===== config.mk =====
export PLATFORM = sky130hd
export DESIGN_NAME = ripple_adder_4bit
export DESIGN_NICKNAME = d
export VERILOG_FILES = /design/src/rtl/ripple_adder_pkg.sv /design/src/rtl/full_adder_cell.sv /design/src/rtl/ripple_adder_4bit.sv
export SDC_FILE = /design/constraint.sdc
export NUM_CORES = 1
export LEC_CHECK = 0
export ABC_AREA = 1
export BUFFER_PORTS_ARGS = -buffer_cell sky130_fd_sc_hd__buf_2
export CAP_MARGIN = 20
export CORE_AREA = 2 2 39 41
export CTS_BUF_LIST = sky130_fd_sc_hd__clkbuf_2
export DETAILED_ROUTE_END_ITERATION = 8
export DIE_AREA = 0 0 41 43
export GPL_TIMING_DRIVEN = 0
export PLACE_DENSITY = 0.41
export SLEW_MARGIN = 30
export SYNTH_ARGS = -nofsm -noshare
export SYNTH_HDL_FRONTEND = slang
export SYNTH_SLANG_ARGS = --single-unit

===== constraint.sdc =====
create_clock -name clk -period 3.3 [get_ports clk]
set_clock_uncertainty 0.2 [all_clocks]
set_input_delay 0.495 -clock clk [delete_from_list [all_inputs] [get_ports clk]]
set_output_delay 0.495 -clock clk [all_outputs]
set_load 0.01 [all_outputs]

===== src/rtl/ripple_adder_pkg.sv =====
`default_nettype none
// ============================================================================
//  Module      : ripple_adder_pkg
//  Description : Shared width default and result-word type for the ripple
//                adder and its bench.
//  Revision    : 1.0 - initial release
// ============================================================================
package ripple_adder_pkg;

    localparam int RIPPLE_ADDER_WIDTH_DEFAULT = 4;

    // Full result at the default width: carry-out in the MSB, sum below it.
    typedef logic [RIPPLE_ADDER_WIDTH_DEFAULT:0] ripple_result_t;

endpackage : ripple_adder_pkg
`default_nettype wire


===== src/rtl/full_adder_cell.sv =====
`default_nettype none
// ============================================================================
//  Module      : full_adder_cell
//  Description : One-bit combinational full adder; one link of the ripple
//                carry chain.
//  Revision    : 1.0 - initial release
// ============================================================================
module full_adder_cell (
    input  logic a,
    input  logic b,
    input  logic cin,
    output logic s,
    output logic cout
);

    logic prop_w;

    // Propagate term is shared by the sum and the carry equations.
    always_comb begin
        prop_w = a ^ b;
        s      = prop_w ^ cin;
        cout   = (a & b) | (cin & prop_w);
    end

endmodule : full_adder_cell
`default_nettype wire


===== src/rtl/ripple_adder_4bit.sv =====
`default_nettype none
// ============================================================================
//  Module      : ripple_adder_4bit
//  Description : Registered WIDTH-bit ripple-carry adder with carry-in.
//                {carry_out, sum} = a + b + carry_in, one cycle after the
//                operands are sampled.
//  Options     : RIPPLE_ADDER_OVF_EN - adds a registered two's-complement
//                overflow output.
//  Revision    : 1.0 - initial release
// ============================================================================
module ripple_adder_4bit
    import ripple_adder_pkg::*;
#(
    parameter int WIDTH = RIPPLE_ADDER_WIDTH_DEFAULT
) (
    input  logic             clk,
    input  logic             rst,
    input  logic [WIDTH-1:0] a,
    input  logic [WIDTH-1:0] b,
    input  logic             carry_in,
    output logic [WIDTH-1:0] sum,
    output logic             carry_out
`ifdef RIPPLE_ADDER_OVF_EN
    ,
    output logic             overflow
`endif
);

    // carry_w[i] enters cell i; carry_w[WIDTH] leaves the top cell.
    logic [WIDTH:0]   carry_w;
    logic [WIDTH-1:0] sum_d;
    logic             carry_out_d;
    logic [WIDTH-1:0] sum_q;
    logic             carry_out_q;

    assign carry_w[0] = carry_in;

    generate
        for (genvar i = 0; i < WIDTH; i++) begin : g_cell
            full_adder_cell u_fa (
                .a    (a[i]),
                .b    (b[i]),
                .cin  (carry_w[i]),
                .s    (sum_d[i]),
                .cout (carry_w[i+1])
            );
        end
    endgenerate

    assign carry_out_d = carry_w[WIDTH];

    // Output register stage; reset wins over whatever the chain produced.
    always_ff @(posedge clk) begin
        if (rst) begin
            sum_q       <= '0;
            carry_out_q <= 1'b0;
        end else begin
            sum_q       <= sum_d;
            carry_out_q <= carry_out_d;
        end
    end

    assign sum       = sum_q;
    assign carry_out = carry_out_q;

`ifdef RIPPLE_ADDER_OVF_EN
    logic overflow_d;
    logic overflow_q;

    // Signed overflow: carry into the sign bit differs from carry out of it.
    assign overflow_d = carry_w[WIDTH] ^ carry_w[WIDTH-1];

    // Overflow flag registered alongside the sum.
    always_ff @(posedge clk) begin
        if (rst) begin
            overflow_q <= 1'b0;
        end else begin
            overflow_q <= overflow_d;
        end
    end

    assign overflow = overflow_q;
`endif

endmodule : ripple_adder_4bit
`default_nettype wire


### After elaboration in Yosys (flattened, before gate mapping)

Index checks and enable logic that the tools add are counted.

| cells by class | value |
|---|---|
| bitwise gates (word level) | 20 |

Operators by type and width:

| kind | count |
|---|---|
| 1-bit bitwise AND | 8 |
| 1-bit XOR | 8 |
| 1-bit OR | 4 |

| storage, ports and cells | value |
|---|---|
| register bits | 5 |
| bits of input ports | 11 |
| output and inout bits | 5 |
| logic and storage cells | 22 |

### Logic depth before layout (Yosys ltp)

| depth | value |
|---|---|
| depth after elaboration | 9 |
| mapped depth | 8 |
| mapped depth without buffers | 8 |

### Cells and area by module

From an unflattened synthesis, not the netlist that was laid out.

| unflattened totals | value |
|---|---|
| cells, all modules | 19 |
| area, all modules | 217.7 um^2 |

By module, submodules not included:

| module | sequential area each (um^2) | cells an instance | times used | area an instance (um^2) |
|---|---|---|---|---|
| ripple_adder_4bit | 100.1 | 15 | 1 | 137.6 |
| full_adder_cell | 0.0 | 1 | 4 | 20.0 |

### Worst setup path after synthesis

No wires, ideal clock.

| timing path | value |
|---|---|
| kind | input to register |
| start | input port a[0] |
| end | register sum_q[3] (netlist: sum[3]) |
| setup time | 64 ps |
| slack | 1024 ps |
| path buffers | 0 |
| stages | 8 |
| required time | 3036 ps |
| arrival | 2012 ps |
| path through | inv_1 -> fa_1 -> inv_1 -> fa_1 -> fa_1 -> inv_1 -> fa_1 -> nor2_1 |

| on the way | value |
|---|---|
| cells in the longest elaborated chain, start to end | 8 |
| elaborated cells between the ends (all ways) | 9 |
| those cells by class | bitwise: 9 |

RTL lines:

| item | RTL line | text |
|---|---|---|
| start, declared | ripple_adder_4bit.sv:18 | `input logic [WIDTH-1:0] a,` |
| 1-bit XOR | full_adder_cell.sv:20 | `prop_w = a ^ b;` |
| 1-bit bitwise AND | full_adder_cell.sv:22 | `cout = (a & b) \| (cin & prop_w);` |
| 1-bit OR (*) | full_adder_cell.sv:22 |  |
| 1-bit bitwise AND (*) | full_adder_cell.sv:22 |  |
| 1-bit OR (*) | full_adder_cell.sv:22 |  |
| 1-bit bitwise AND (*) | full_adder_cell.sv:22 |  |
| 1-bit OR (*) | full_adder_cell.sv:22 |  |
| 1-bit XOR (*) | full_adder_cell.sv:21 | `s = prop_w ^ cin;` |
| end signal, assigned | ripple_adder_4bit.sv:58 | `sum_q <= sum_d;` |
| end, declared | ripple_adder_4bit.sv:33 | `logic [WIDTH-1:0] sum_q;` |

Mark *: on every way between the ends. The rest lies on a longest branch, timed or not.
A chain may end at the register's enable or synchronous reset.

### Final worst setup path

Same ends and word-level chain as after synthesis.

==> flow_summary_export.csv <==
group,metric,value,unit
run_status,status,"complete, no violations",
sta,fmax,450,MHz
yosys,synth_seq_area_share,0.430,
grt,grt_pass1_wl,614,µm
grt,grtUsageTotal,0.0585,
sta,post-route-period-util,0.674,
layout,most-common-layout-cells,"buf_2, inv_1, nor2_1, dfxtp_1, fa_1",
sta,holdWs,0.284,ns
clock_tree,root_buffer,"clkbuf_2",
yosys,synth.top_cell.area_share,0.430,
setup_path,cp-start-kind,"input port",
setup_path,path_cells,"buf_2 -> inv_1 -> fa_1 -> inv_1 -> fa_1 -> fa_1 -> inv_1 -> fa_1 -> nor2_1",
grt,grt_max_degree,6,
clock_tree,clock-sinks,5,
routing,drtIter0Drc,2,
layout,layout.nets,58,
clock_tree,cts_htree_levels,1,
setup_path,cp_slowest_cell,"fa_1",
setup_path,worstSetupStartpoint,"a[0]",
setup_path,max_stage_delay,0.40,ns
sta,tightest_slew,0.0909,ns
job,drv_cap,0,
sta,slew_viol_final,0,
clock_tree,clk_pin_slew,0.07,ns
sta,finalSetupViolCount,0,
routing,routed_via_density,3.10,
yosys,ys_types,4,
layout,drive_gt1_frac,0.452,
layout,n_antenna_cell,0,
clock_tree,ctsResizeCount,0,
layout,multi_input_area,98.8,µm²
routing,routed-via-count,180,
die,pin_count,16,
die,die_w,41,µm
yosys,synth_area_leader_cell,"dfxtp_1",
clock_tree,post-cts-setup-buffers,0,
setup_path,critPathArrivalTime,2.17,ns
yosys,yosys-top-cells-area,"dfxtp_1, fa_1, inv_1",
setup_path,required,3.25,ns
sta,finalSetupTns,0,ns
grt,globalRoute.totalOverflow,0,
die,die_area,1760,µm²
grt,first_global_vias,167,
routing,first_pass_iters,2,
clock_tree,ctsHoldBuffers,0,
setup_path,crit_end,"sum[3]",
grt,grt_antenna_before_repair,0,
sta,hold_viol_final,0,
yosys,syn_inst,23,
placement,io_buffers,15,
die,initial_core_util,0.168,
routing,ant_nets,0,
layout,nFillCells,166,
routing,routed_wl,381,µm
yosys,yosysWarnings,0,
layout,syn2layout_area_growth,49.5,%
die,core_area,1380,µm²
setup_path,crit_path_max_fanout,1,
layout,final_util,0.251,
layout,final_common_cell,"buf_2",
yosys,syn_area_per_cell,10.1,µm²
die,die_h,43,µm
placement,place_area,328,µm²
sta,maxSlewHeadroom,0.939,
die,rows,14,
sta,rsz0062_at_grt,"false",
setup_path,setup.worst_path.class,"input port to flip-flop",
layout,seq_area,100,µm²
layout,stdcell_area,348,µm²
clock_tree,cts_tree,"built",
routing,drc,0,
power,ir_drop,0.122,mV
yosys,ys_ff_latch,5,
worst_hold_path,holdCritPathClass,"input port to flip-flop",
yosys,synth_fp_nets,38,
clock_tree,cts.path.max_buffers,2,
power,leakage,0.208,nW
sta,min_period,2.22,ns
routing,detail_route.wl_per_cell,6.57,µm
yosys,syn_area,233,µm²
power,cellPowerDensity,446,nW/µm²
placement,gp_congestion,0.544,
setup_path,end_kind,"flip-flop",
setup_path,worst_path_most_repeated_cell,"fa_1",
clock_tree,cts_buffers,3,
## how the worst min path moves through the flow
stage	startpoint	endpoint	slack (ns)	cells after the start
floorplan	rst	carry_out	0.36	1
global route	rst	carry_out	0.28	2
CTS	rst	carry_out	0.27	2
detailed placement	rst	carry_out	0.52	2
global placement	rst	carry_out	0.53	2
finish	rst	carry_out	0.28	2
## flip-flops by register name (all words and copies together), names as in the netlist
name       cells
sum            4
carry_out      1
## per-stage QoR
step | setup slack [ns] | cells | total power (W)
2_1_floorplan | 1.02 | 23 | 0.0000870
3_3_place_gp | 0.834 | 54 | 0.000103
3_5_place_dp | 0.832 | 54 | 0.000103
4_1_cts | 1.07 | 58 | 0.000159
5_1_grt | 0.967 | 58 | 0.000170
6_report | 1.08 | 58 | 0.000155
## power breakdown
part | total (W) | internal, W | switching [W]
Combinational | 0.0000324 | 0.0000155 | 0.0000169
Sequential | 0.0000684 | 0.0000672 | 0.00000126
Clock | 0.0000542 | 0.0000274 | 0.0000269
## cell usage after synthesis
cell,count
fa_1,4
nor2_1,5
dfxtp_1,5
inv_1,9
## metal layers
metal | routed length (µm) | share of wire | vias up | GRT usage
met5 | 0 | 0 | - | 0
met4 | 0 | 0 | 0 | 0.0600
met3 | 85 | 0.22 | 0 | 0.0471
met2 | 121 | 0.32 | 16 | 0.0594
met1 | 173 | 0.45 | 67 | 0.0686
li1 | - | - | 97 | -
## cells by family after synthesis
group,synth area share
simple gates,0.0807
fa+ha+maj,0.344
flops,0.430
buf+inv,0.145
## worst max-delay path: cells and delay by family
| family | cells | cell delay [ns] |
|---|---|---|
| AND/OR/NAND/NOR | 1 | 0.09 |
| buffers and inverters | 4 | 0.28 |
| adder cells (fa/ha/maj) | 4 | 1.30 |
## final cells by class
type                            count  share of cell area
Multi-Input combinational cell      9               0.284
Clock buffer                        3              0.0432
Tap cell                           16              0.0576
Timing Repair Buffer               15               0.216
Sequential cell                     5               0.288
Clock inverter                      1              0.0144
Inverter                            9              0.0971
(Power assumes the default switching activity.)
